--- config.mk ---
export PLATFORM = sky130hd
export DESIGN_NAME = clcd_bus_receiver
export DESIGN_NICKNAME = d
export VERILOG_FILES = /design/src/rtl/clcd_bus_receiver.sv
export SDC_FILE = /design/constraint.sdc
export NUM_CORES = 1
export LEC_CHECK = 0
export CELL_PAD_IN_SITES_DETAIL_PLACEMENT = 0
export CELL_PAD_IN_SITES_GLOBAL_PLACEMENT = 1
export CORE_MARGIN = 4
export CORE_UTILIZATION = 50
export DETAILED_ROUTE_END_ITERATION = 16
export DONT_BUFFER_PORTS = 1
export GPL_TIMING_DRIVEN = 0
export PLACE_DENSITY = 0.76
export SETUP_SLACK_MARGIN = 0.1
export SYNTH_ARGS = -nofsm -noshare
export SYNTH_HDL_FRONTEND = slang
export SYNTH_SLANG_ARGS = --single-unit
export TNS_END_PERCENT = 50
--- constraint.sdc ---
create_clock -name CLK -period 2.65 [get_ports CLK]
set_input_delay 0.1325 -clock CLK [delete_from_list [all_inputs] [get_ports CLK]]
set_output_delay 0.1325 -clock CLK [all_outputs]
set_load 0.005 [all_outputs]
--- src/rtl/clcd_bus_receiver.sv ---
// Shadow receiver for the HD44780-style E/RS/DATA write bus: 2xCOLS DDRAM mirror plus cursor/display state.
// Optional CGRAM shadow and its read port are enabled by defining CLCD_CGRAM_EN.
module clcd_bus_receiver #(
  parameter int COLS        = 16,
  parameter int SYNC_STAGES = 2,
  parameter int CLR_CYCLES  = 32
) (
  input  logic       CLK,
  input  logic       RESETN,
  input  logic       LCD_E,
  input  logic       LCD_RS,
  input  logic [7:0] LCD_DATA,
  input  logic [4:0] RD_ADDR,
  output logic [7:0] RD_CHAR,
  output logic [6:0] CUR_ADDR,
  output logic       DISP_ON,
  output logic       BUSY,
  output logic       CMD_STB,
  output logic       CHAR_STB,
  output logic       ERR_STB
`ifdef CLCD_CGRAM_EN
  ,
  input  logic [5:0] CG_RD_ADDR,
  output logic [4:0] CG_RD_DATA
`endif
);

  localparam int CW = (COLS > 1) ? $clog2(COLS) : 1;
  localparam int NW = (CLR_CYCLES > 1) ? $clog2(CLR_CYCLES) : 1;

  typedef enum logic {ST_CLEAR, ST_IDLE} state_t;
  state_t state_q, state_d;

  logic [9:0]    sync_q [SYNC_STAGES];
  logic [9:0]    prev_q;
  logic          xfer_vld;
  logic          xfer_rs;
  logic [7:0]    xfer_data;
  logic [NW-1:0] cnt_q, cnt_d;
  logic [6:0]    addr_q, addr_d;
  logic          disp_q, disp_d, inc_q, inc_d, cg_q, cg_d;
  logic          cmd_d, char_d, err_d;
  logic          dd_we, dd_row;
  logic [CW-1:0] dd_col;
  logic [7:0]    dd_wdata;
  logic [7:0]    ddram [2][COLS];
  logic [7:0]    rd_word;

  // Address step shared by data writes and cursor-move commands.
  function automatic logic [6:0] step_addr(input logic [6:0] a, input logic cg, input logic inc);
    if (cg) return {1'b0, inc ? a[5:0] + 6'd1 : a[5:0] - 6'd1};
    if (inc) return (a[5:0] >= 6'h27) ? {~a[6], 6'h00} : a + 7'd1;
    return (a[5:0] == 6'h00) ? {~a[6], 6'h27} : a - 7'd1;
  endfunction

  always_ff @(posedge CLK or negedge RESETN) begin
    if (!RESETN) begin
      for (int i = 0; i < SYNC_STAGES; i++) sync_q[i] <= '0;
      prev_q    <= '0;
      xfer_vld  <= 1'b0;
      xfer_rs   <= 1'b0;
      xfer_data <= '0;
    end else begin
      sync_q[0] <= {LCD_E, LCD_RS, LCD_DATA};
      for (int i = 1; i < SYNC_STAGES; i++) sync_q[i] <= sync_q[i-1];
      prev_q    <= sync_q[SYNC_STAGES-1];
      // RS/DATA come from the last sample that still had E high.
      xfer_vld  <= prev_q[9] & ~sync_q[SYNC_STAGES-1][9];
      xfer_rs   <= prev_q[8];
      xfer_data <= prev_q[7:0];
    end
  end

`ifdef CLCD_CGRAM_EN
  logic       cg_we;
  logic [4:0] cgram [64];
`endif

  always_comb begin
    state_d  = state_q;
    cnt_d    = cnt_q;
    addr_d   = addr_q;
    disp_d   = disp_q;
    inc_d    = inc_q;
    cg_d     = cg_q;
    cmd_d    = 1'b0;
    char_d   = 1'b0;
    err_d    = 1'b0;
    dd_we    = 1'b0;
    dd_row   = 1'b0;
    dd_col   = '0;
    dd_wdata = 8'h20;
`ifdef CLCD_CGRAM_EN
    cg_we    = 1'b0;
`endif
    if (state_q == ST_CLEAR) begin
      if (int'(cnt_q) < 2 * COLS) begin
        dd_we  = 1'b1;
        dd_row = (int'(cnt_q) >= COLS);
        dd_col = CW'(int'(cnt_q) % COLS);
      end
      if (cnt_q == NW'(CLR_CYCLES - 1)) begin
        state_d = ST_IDLE;
        cnt_d   = '0;
      end else begin
        cnt_d = cnt_q + 1'b1;
      end
      err_d = xfer_vld;
    end else if (xfer_vld) begin
      if (!xfer_rs) begin
        cmd_d = 1'b1;
        if (xfer_data[7]) begin
          addr_d = xfer_data[6:0];
          cg_d   = 1'b0;
        end else if (xfer_data[6]) begin
          addr_d = {1'b0, xfer_data[5:0]};
          cg_d   = 1'b1;
        end else if (xfer_data[5]) begin
          addr_d = addr_q;
        end else if (xfer_data[4]) begin
          if (!xfer_data[3]) addr_d = step_addr(addr_q, cg_q, xfer_data[2]);
        end else if (xfer_data[3]) begin
          disp_d = xfer_data[2];
        end else if (xfer_data[2]) begin
          inc_d = xfer_data[1];
        end else if (xfer_data[1]) begin
          addr_d = '0;
          cg_d   = 1'b0;
        end else if (xfer_data[0]) begin
          addr_d  = '0;
          inc_d   = 1'b1;
          cg_d    = 1'b0;
          state_d = ST_CLEAR;
          cnt_d   = '0;
        end
      end else begin
        char_d = 1'b1;
        addr_d = step_addr(addr_q, cg_q, inc_q);
        if (cg_q) begin
`ifdef CLCD_CGRAM_EN
          cg_we = 1'b1;
`endif
        end else if (addr_q[5:0] < 6'(COLS)) begin
          dd_we    = 1'b1;
          dd_row   = addr_q[6];
          dd_col   = addr_q[CW-1:0];
          dd_wdata = xfer_data;
        end else begin
          err_d = 1'b1;
        end
      end
    end
  end

  always_ff @(posedge CLK or negedge RESETN) begin
    if (!RESETN) begin
      state_q  <= ST_CLEAR;
      cnt_q    <= '0;
      addr_q   <= '0;
      disp_q   <= 1'b0;
      inc_q    <= 1'b1;
      cg_q     <= 1'b0;
      CMD_STB  <= 1'b0;
      CHAR_STB <= 1'b0;
      ERR_STB  <= 1'b0;
    end else begin
      state_q  <= state_d;
      cnt_q    <= cnt_d;
      addr_q   <= addr_d;
      disp_q   <= disp_d;
      inc_q    <= inc_d;
      cg_q     <= cg_d;
      CMD_STB  <= cmd_d;
      CHAR_STB <= char_d;
      ERR_STB  <= err_d;
    end
  end

  always_ff @(posedge CLK) begin
    if (dd_we) ddram[dd_row][dd_col] <= dd_wdata;
  end

  // RD_ADDR carries a 4-bit column, so COLS is at most 16.
  generate
    if (COLS >= 16) begin : g_full_row
      assign rd_word = ddram[RD_ADDR[4]][RD_ADDR[3:0]];
    end else begin : g_part_row
      assign rd_word = (RD_ADDR[3:0] < 4'(COLS)) ? ddram[RD_ADDR[4]][RD_ADDR[CW-1:0]] : 8'h20;
    end
  endgenerate

  always_ff @(posedge CLK or negedge RESETN) begin
    if (!RESETN) RD_CHAR <= 8'h00;
    else         RD_CHAR <= rd_word;
  end

`ifdef CLCD_CGRAM_EN
  always_ff @(posedge CLK) begin
    if (cg_we) cgram[addr_q[5:0]] <= xfer_data[4:0];
  end

  always_ff @(posedge CLK or negedge RESETN) begin
    if (!RESETN) CG_RD_DATA <= 5'd0;
    else         CG_RD_DATA <= cgram[CG_RD_ADDR];
  end
`endif

  assign CUR_ADDR = addr_q;
  assign DISP_ON  = disp_q;
  assign BUSY     = (state_q == ST_CLEAR);

endmodule

---- Yosys cells after proc, flatten, opt, wreduce, memory -nomap -nowiden ----
Memory sizes are Yosys's and may differ from the RTL's.
Index checks and enable logic that the tools add are counted.
word-level totals
  register bits after elaboration ......... 67
  memory bits (writable) .................. 256
  input port bits ......................... 17
  output and inout bits ................... 20
  logic and storage cells ................. 191
  memories kept ........................... 1
operators by class
  $add $sub $neg .......................... 5
  $lt $le $gt $ge ......................... 6
  equality and inequality tests ........... 19
  multiplexer cells ....................... 122
  bitwise logic cells ..................... 12
  reductions and logical operators ........ 10
memory list
  memory  depth  bits a word  rd ports  clocked after Yosys merged registers in  write ports  RTL line  RTL
  ddram   2      128          1         0                                        1            46        logic [7:0] ddram [2][COLS];
operators with widths
  cell                                                                     number
  7-bit two-way mux                                                        20
  128-bit two-way mux                                                      1
  1-bit two-way mux                                                        72
  8-bit two-way mux                                                        8
  5-bit two-way mux                                                        12
  8-bit binary-select mux with 4-bit select                                1
  8-bit demux with 4-bit select                                            1
  4-bit two-way mux                                                        5
  10-bit AND reduction                                                     2
  2-bit inequality test, second input constant                             8
  8-bit AND reduction                                                      2
  5-bit >= comparator, second input constant                               3
  6-bit two-way mux                                                        2
  3-bit by 1-bit inequality test with 1-bit output, second input constant  4
  4-bit inverter with 5-bit output                                         2
  1-bit inverter                                                           9
  4-bit by 2-bit inequality test with 1-bit output, second input constant  2
  7-bit by 1-bit adder with 7-bit output, second input constant            1
  7-bit by 1-bit subtractor with 7-bit output, second input constant       1
  6-bit by 1-bit adder with 6-bit output, second input constant            1
  6-bit >= comparator, second input constant                               1
  6-bit logical NOT                                                        1
  6-bit by 5-bit < comparator with 1-bit output, second input constant     1
  2-bit by 1-bit inequality test with 1-bit output, second input constant  3
  11 further kinds                                                         11

---- Depth between registers and ports, before layout ----
  word-level depth ........................ 26
  mapped depth ............................ 8
  depth with buffers taken out ............ 7

---- Least setup slack after synthesis ----
No wires, ideal clock.
  kind .................................... register to register
  start ................................... register addr_q[4] (netlist: CUR_ADDR[4])
  end ..................................... memory ddram[1][72] in the netlist's numbering, enable pin
  setup time .............................. 0.383 ns
  data arrival time ....................... 2.351 ns
  setup slack ............................. -0.085 ns
  stages on the path, launching flop included .. 9
  clock period less this slack ............ 2.735 ns
  cells stage by stage .................... dfrtp_1 -> buf_2 -> nor4b_4 -> and2_1 -> buf_2 -> a21oi_1 -> or3_1 -> buf_2 -> nor3_1
on the way
  word-level cells in the longest chain between the ends .. 12
  elaborated cells on any way between the ends .. 24
  those cells by class .................... order compare: 3; mux: 19; bitwise: 1; reduce/logical: 1
ends and longest elaborated chain
  element                                                                                                     RTL line  RTL
  from (decl)                                                                                                 40        logic [6:0] addr_q, addr_d;
  from (signal assigned)                                                                                      169       addr_q <= addr_d;
  6-bit by 5-bit < comparator with 1-bit output *                                                             143       end else if (addr_q[5:0] < 6'(COLS)) begin
  4-bit two-way mux                                                                                           143
  4-bit two-way mux                                                                                           139       if (cg_q) begin
  4-bit two-way mux                                                                                           110       if (!xfer_rs) begin
  4-bit two-way mux                                                                                           109       end else if (xfer_vld) begin
  4-bit two-way mux                                                                                           96        if (state_q == ST_CLEAR) begin
  4-bit inverter with 5-bit output (not written as such)                                                      180       if (dd_we) ddram[dd_row][dd_col] <= dd_wdata;
  5-bit >= comparator (not written as such) or 5-bit by 1-bit < comparator with 1-bit output (tied branches)  180
  1-bit logical AND (not written as such)                                                                     180
  8-bit two-way mux (not written as such)                                                                     180
  8-bit demux with 4-bit select                                                                               180
  128-bit two-way mux (not written as such)                                                                   180
  to (decl)                                                                                                   46
Every way passes the cells marked *; elsewhere a longest branch is shown, timed or not.

---- Worst setup path in the final report ----
  start ................................... register xfer_rs
  end ..................................... memory ddram[1][106] in the netlist's numbering, enable pin
on the way
  word-level cells in the longest chain between the ends .. 9
  elaborated cells on any way between the ends .. 17
  those cells by class .................... order compare: 2; mux: 13; bitwise: 1; reduce/logical: 1
ends and longest elaborated chain
  element                                                                                                     RTL line  RTL
  from (decl)                                                                                                 37        logic xfer_rs;
  from (signal assigned)                                                                                      69        xfer_rs <= prev_q[8];
  4-bit two-way mux                                                                                           110
  4-bit two-way mux                                                                                           109
  4-bit two-way mux                                                                                           96
  4-bit inverter with 5-bit output (not written as such)                                                      180
  5-bit >= comparator (not written as such) or 5-bit by 1-bit < comparator with 1-bit output (tied branches)  180
  1-bit logical AND (not written as such)                                                                     180
  8-bit two-way mux (not written as such)                                                                     180
  8-bit demux with 4-bit select                                                                               180
  128-bit two-way mux (not written as such)                                                                   180
Parallel ways exist; a longest one is shown, timed or not.

==> impl_summary.md <==
Route
The first-iteration detailed-routing DRC count is 582. The remaining number of nets flagged by the antenna check after routing is 0. The number of optimization iterations in the first detailed-route pass is 5. In the final routed layout, each cell accounts on average for 25.0 µm. The number of vias after detailed routing is ~6500. The vias per cell is 6.00.

The final layout contains routed wiring with a total length of 27.2 mm. The number of remaining DRC errors is 0.

Synth
The share of the yosys chip area belonging to registers is 73.6%. The number of unique standard cell types used by synthesis is 61. The average instance area after synthesis is 19.3 µm². By count the netlist is led by 256 x sky130_fd_sc_hd__edfxtp_1, 80 x sky130_fd_sc_hd__mux4_2, 66 x sky130_fd_sc_hd__dfrtp_1.

Yosys mapped a number of flops with a built-in enable equal to 256. In this run, synthesis produced a sequential element count of 323. The top cell type by area accounts for between 60% and 70% of the synthesized area. By instance count, the leading cell after synthesis is sky130_fd_sc_hd__edfxtp_1. The biggest area contributor in the post-synthesis netlist is sky130_fd_sc_hd__edfxtp_1. The most used flip-flop cell after synthesis is sky130_fd_sc_hd__edfxtp_1. The fraction of registers with async set/reset is 20.7%. The synthesis warning total is 0. Sorting the synthesized cells by area gives the leading types as sky130_fd_sc_hd__edfxtp_1 60%, sky130_fd_sc_hd__mux4_2 14%, sky130_fd_sc_hd__dfrtp_1 13%. Synthesis produced a netlist with a net count of 682. The netlist area before placement is ~0.013 mm².

After technology mapping, the gate count stands at 660.

Finish
The number of antenna diodes in the final layout is 0. In the final layout, the share of cells above drive strength 1 is between 30% and 40%. The synthesis-to-finish area growth is 18.3%. In the final design database the tool counted roughly 750 nets. The final cell count without fillers is 1085.

Hold path
The worst hold path passes through 2 cells. The destination of the worst hold path is RD_CHAR[2]$_DFF_PN0_. The worst hold path begins at RD_ADDR[1].

The tightest min-delay check is of the primary input to register type.

GRT
In the global route stage, overall resource usage came out at 19.4%. The largest net degree at the start of global routing is 68. The initial antenna violation count is 1. The number of global-route vias before repair is 6739. The most utilized layer in the global route result is met2. The global routing met3 resource utilization is 3.38%. The total overflow left after global routing is 0. The first global-routing pass estimated 42.0 mm of wire. The met2 track utilization from global routing is between 30% and 40%.

The global routing met1 resource utilization is 28.1%.

Timing
The final count of pins violating max slew was 0. The number of endpoints failing setup at the final stage is 0. The final hold violation count is 0. The clock arrives with 0.0186 ns of skew. The worst setup slack after layout is slightly above 0.09 ns. The smallest clock period supported by the final layout is computed as 2.56 ns. The worst hold slack after final layout is 0.0973 ns.

Headroom to the max-slew limit came out at 17.4%. The maximum frequency from static timing analysis is a little under 400 MHz. The transition time at the pin with the least slew margin is 1.24 ns. The final clock period utilization by the worst path is a little over nine tenths.

Setup repair after global routing could not meet its margin everywhere.

Clock tree
The TritonCTS buffer count is 31. The sink count of the clock tree is between 300 and 400. The deepest clock path buffer count is 3. The later-pin clock latency in the skew report is 0.56 ns. The clock-pin slew on the worst setup and hold paths is ~0.06 ns.

The clock tree from TritonCTS is built. The number of H-tree branching levels is 1. In this run the clock root is driven by a sky130_fd_sc_hd__clkbuf_16.

Placed design
Once placement completed, the tool counted placed cells totaling 991. The final weighted congestion in routability-driven placement is 0.855. The worst-case setup slack after placement is -0.706 ns.

The placed wire-length estimate is 17.5 mm. Port buffering added 0 buffers.

Worst setup path
The worst-case reg-to-reg path depth is 7. Counting both buffers and inverters, the worst setup path holds a total of 2. The critical path goes through nor4b_4, buf_4, a21oi_2, or2_4, or3_4, nor3_4, buf_12. Data on the critical path arrives at its endpoint at 2.83 ns. In this run the worst path has a maximum fanout of 8.

For flop-to-flop paths, the worst setup slack is 0.09 ns. The startpoint type of the worst setup path is a register. The category of cells accounting for the largest share of critical-path delay is simple AND/OR/NAND/NOR gates.

The worst setup path is of the register to register kind. The endpoint of the lowest-slack register-to-register path is ddram[1][106]$_DFFE_PP_. The slowest stage of the critical path is the sky130_fd_sc_hd__dfrtp_1 cell. The delay contributed by the slowest stage of the critical path is 0.51 ns. STA puts the critical path data required time at 2.92 ns. The launch instance of the worst register-to-register path is xfer_rs$_DFF_PN0_.

STA classifies the critical path endpoint as a register. The start point of the critical path is xfer_rs$_DFF_PN0_.

Floorplanning
37 I/O pins were placed. The starting utilization of the core area is 50.7%. The horizontal die dimension is approximately 170 µm. The placeable core region is 0.0251 mm². The chip height is 168 µm. The row count is a little under 60. The floorplan step defined a die boundary enclosing about 0.028 mm².

Run
The reported max-cap violation count is 0.

Power and ir drop
The static leakage is 5.18 nW. IR analysis of the VDD net gives a maximum drop of between 0.5 and 0.6 mV. The internal power of the cells totals 8.57 mW. The sequential power share is 51.4%. The net switching fraction of the power is between 20 and 25%. In this run the power density over the cells is 726 mW/mm². The portion of total power attributed to the clock network is 40.8%.

The net switching power figure is 2.36 mW. The relative contribution of combinational cells to total power is about 8%.

Status
The flow ran to the end, and the final reports show no timing, DRC or antenna violations.
## cell families (layout without fill, tap and decap cells)
| group | after synthesis | after routing | share of synthesized area, % |
|---|---|---|---|
| muxes | 92 | 92 | 15.2 |
| AOI/OAI and AO/OA | 66 | 66 | 3.55 |
| and+or+nand+nor | 125 | 125 | 5.23 |
| DFF | 323 | 323 | 73.6 |
| xor gates and xnor gates | 5 | 5 | 0.344 |
| adders and majority gates | 5 | 5 | 0.492 |
| buffers and inverters | 44 | 139 | 1.58 |
## sequential cells by signal, summed over array words and instances (netlist names), 5 cells and up
name and count:
ddram 256, sync_q 20, prev_q 10, RD_CHAR 8, xfer_data 8, CUR_ADDR 7, cnt_q 5
## power groups by stage
stage,Combinational (mW),Sequential [mW],Clock (mW)
2_1_floorplan,0.539,5.69,0
3_3_place_gp,0.724,5.72,0
3_5_place_dp,0.743,5.72,0
4_1_cts,0.824,5.62,4.52
5_1_grt,0.928,5.62,4.75
6_report,0.860,5.61,4.46
## worst max path at each step
stage | depth (start not counted) | slack [ns] | end
after floorplan | 7 | -0.03 | ddram[1][100]$_DFFE_PP_
after global placement | 5 | -0.77 | ddram[0][122]$_DFFE_PP_
after detailed placement | 7 | -0.71 | ddram[1][106]$_DFFE_PP_
after CTS | 7 | 0.07 | ddram[1][23]$_DFFE_PP_
after global routing | 7 | 0.004 | ddram[0][24]$_DFFE_PP_
final | 7 | 0.09 | ddram[1][106]$_DFFE_PP_
## final cells by class
cell class                      instances  area (µm²)
Multi-Input combinational cell        293        3500
Tap cell                              330         413
Timing Repair Buffer                   38         478
Clock inverter                          8        96.3
Sequential cell                       323        9370
Clock buffer                           50         961
Fill cell                            1815       10100
Buffer                                 35         206
Inverter                                8        30.0
## metrics by stage
| step | instance area, µm² | util (%) | power (mW) | setup TNS [ns] |
|---|---|---|---|---|
| after floorplan | 12700 | - | 6.23 | -0.554 |
| after global placement | 13100 | 52.4 | 6.44 | -106.65 |
| after detailed placement | 13200 | 52.4 | 6.46 | -101.79 |
| after CTS | 15000 | 59.6 | 11.0 | 0 |
| after global routing | 15100 | 60.0 | 11.3 | 0 |
| final | 15100 | 60.0 | 10.9 | 0 |
## placed cells by master, fill, tap and decap left out, types with 5 or more instances in the layout
cell	count
sky130_fd_sc_hd__mux2_2	10
sky130_fd_sc_hd__o21ai_0	16
sky130_fd_sc_hd__edfxtp_1	256
sky130_fd_sc_hd__clkbuf_8	6
sky130_fd_sc_hd__nand2_1	17
sky130_fd_sc_hd__clkbuf_1	24
sky130_fd_sc_hd__nor2b_1	9
sky130_fd_sc_hd__mux4_2	80
sky130_fd_sc_hd__and3_2	6
sky130_fd_sc_hd__and3_1	6
sky130_fd_sc_hd__clkbuf_16	34
sky130_fd_sc_hd__nand2b_1	6
sky130_fd_sc_hd__a22o_1	6
sky130_fd_sc_hd__nor2_4	18
sky130_fd_sc_hd__dfrtp_1	66
sky130_fd_sc_hd__a21oi_1	10
sky130_fd_sc_hd__buf_12	12
sky130_fd_sc_hd__nor2_2	5
sky130_fd_sc_hd__buf_4	20
sky130_fd_sc_hd__inv_1	7
sky130_fd_sc_hd__dlygate4sd3_1	11
sky130_fd_sc_hd__nor2_1	13
sky130_fd_sc_hd__nor3_4	10
sky130_fd_sc_hd__buf_1	8
sky130_fd_sc_hd__nor3_1	6
## repair_timing
item / CTS / global route
setup endpoints to repair: 448 / 268
setup buffers: 19 / 6
hold endpoints to repair: 77 / 0
gates resized for setup: 80 / 19
pin swaps: 17 / 3
hold buffers: 12 / 0
## layer usage
metal  up-vias  wire [µm]
met1      3461      11500
li1       2823          -
met2       182      13700
met3        39       1440
met4         2        467
met5         -         13
Note: power is estimated with default switching activity, not from simulation.
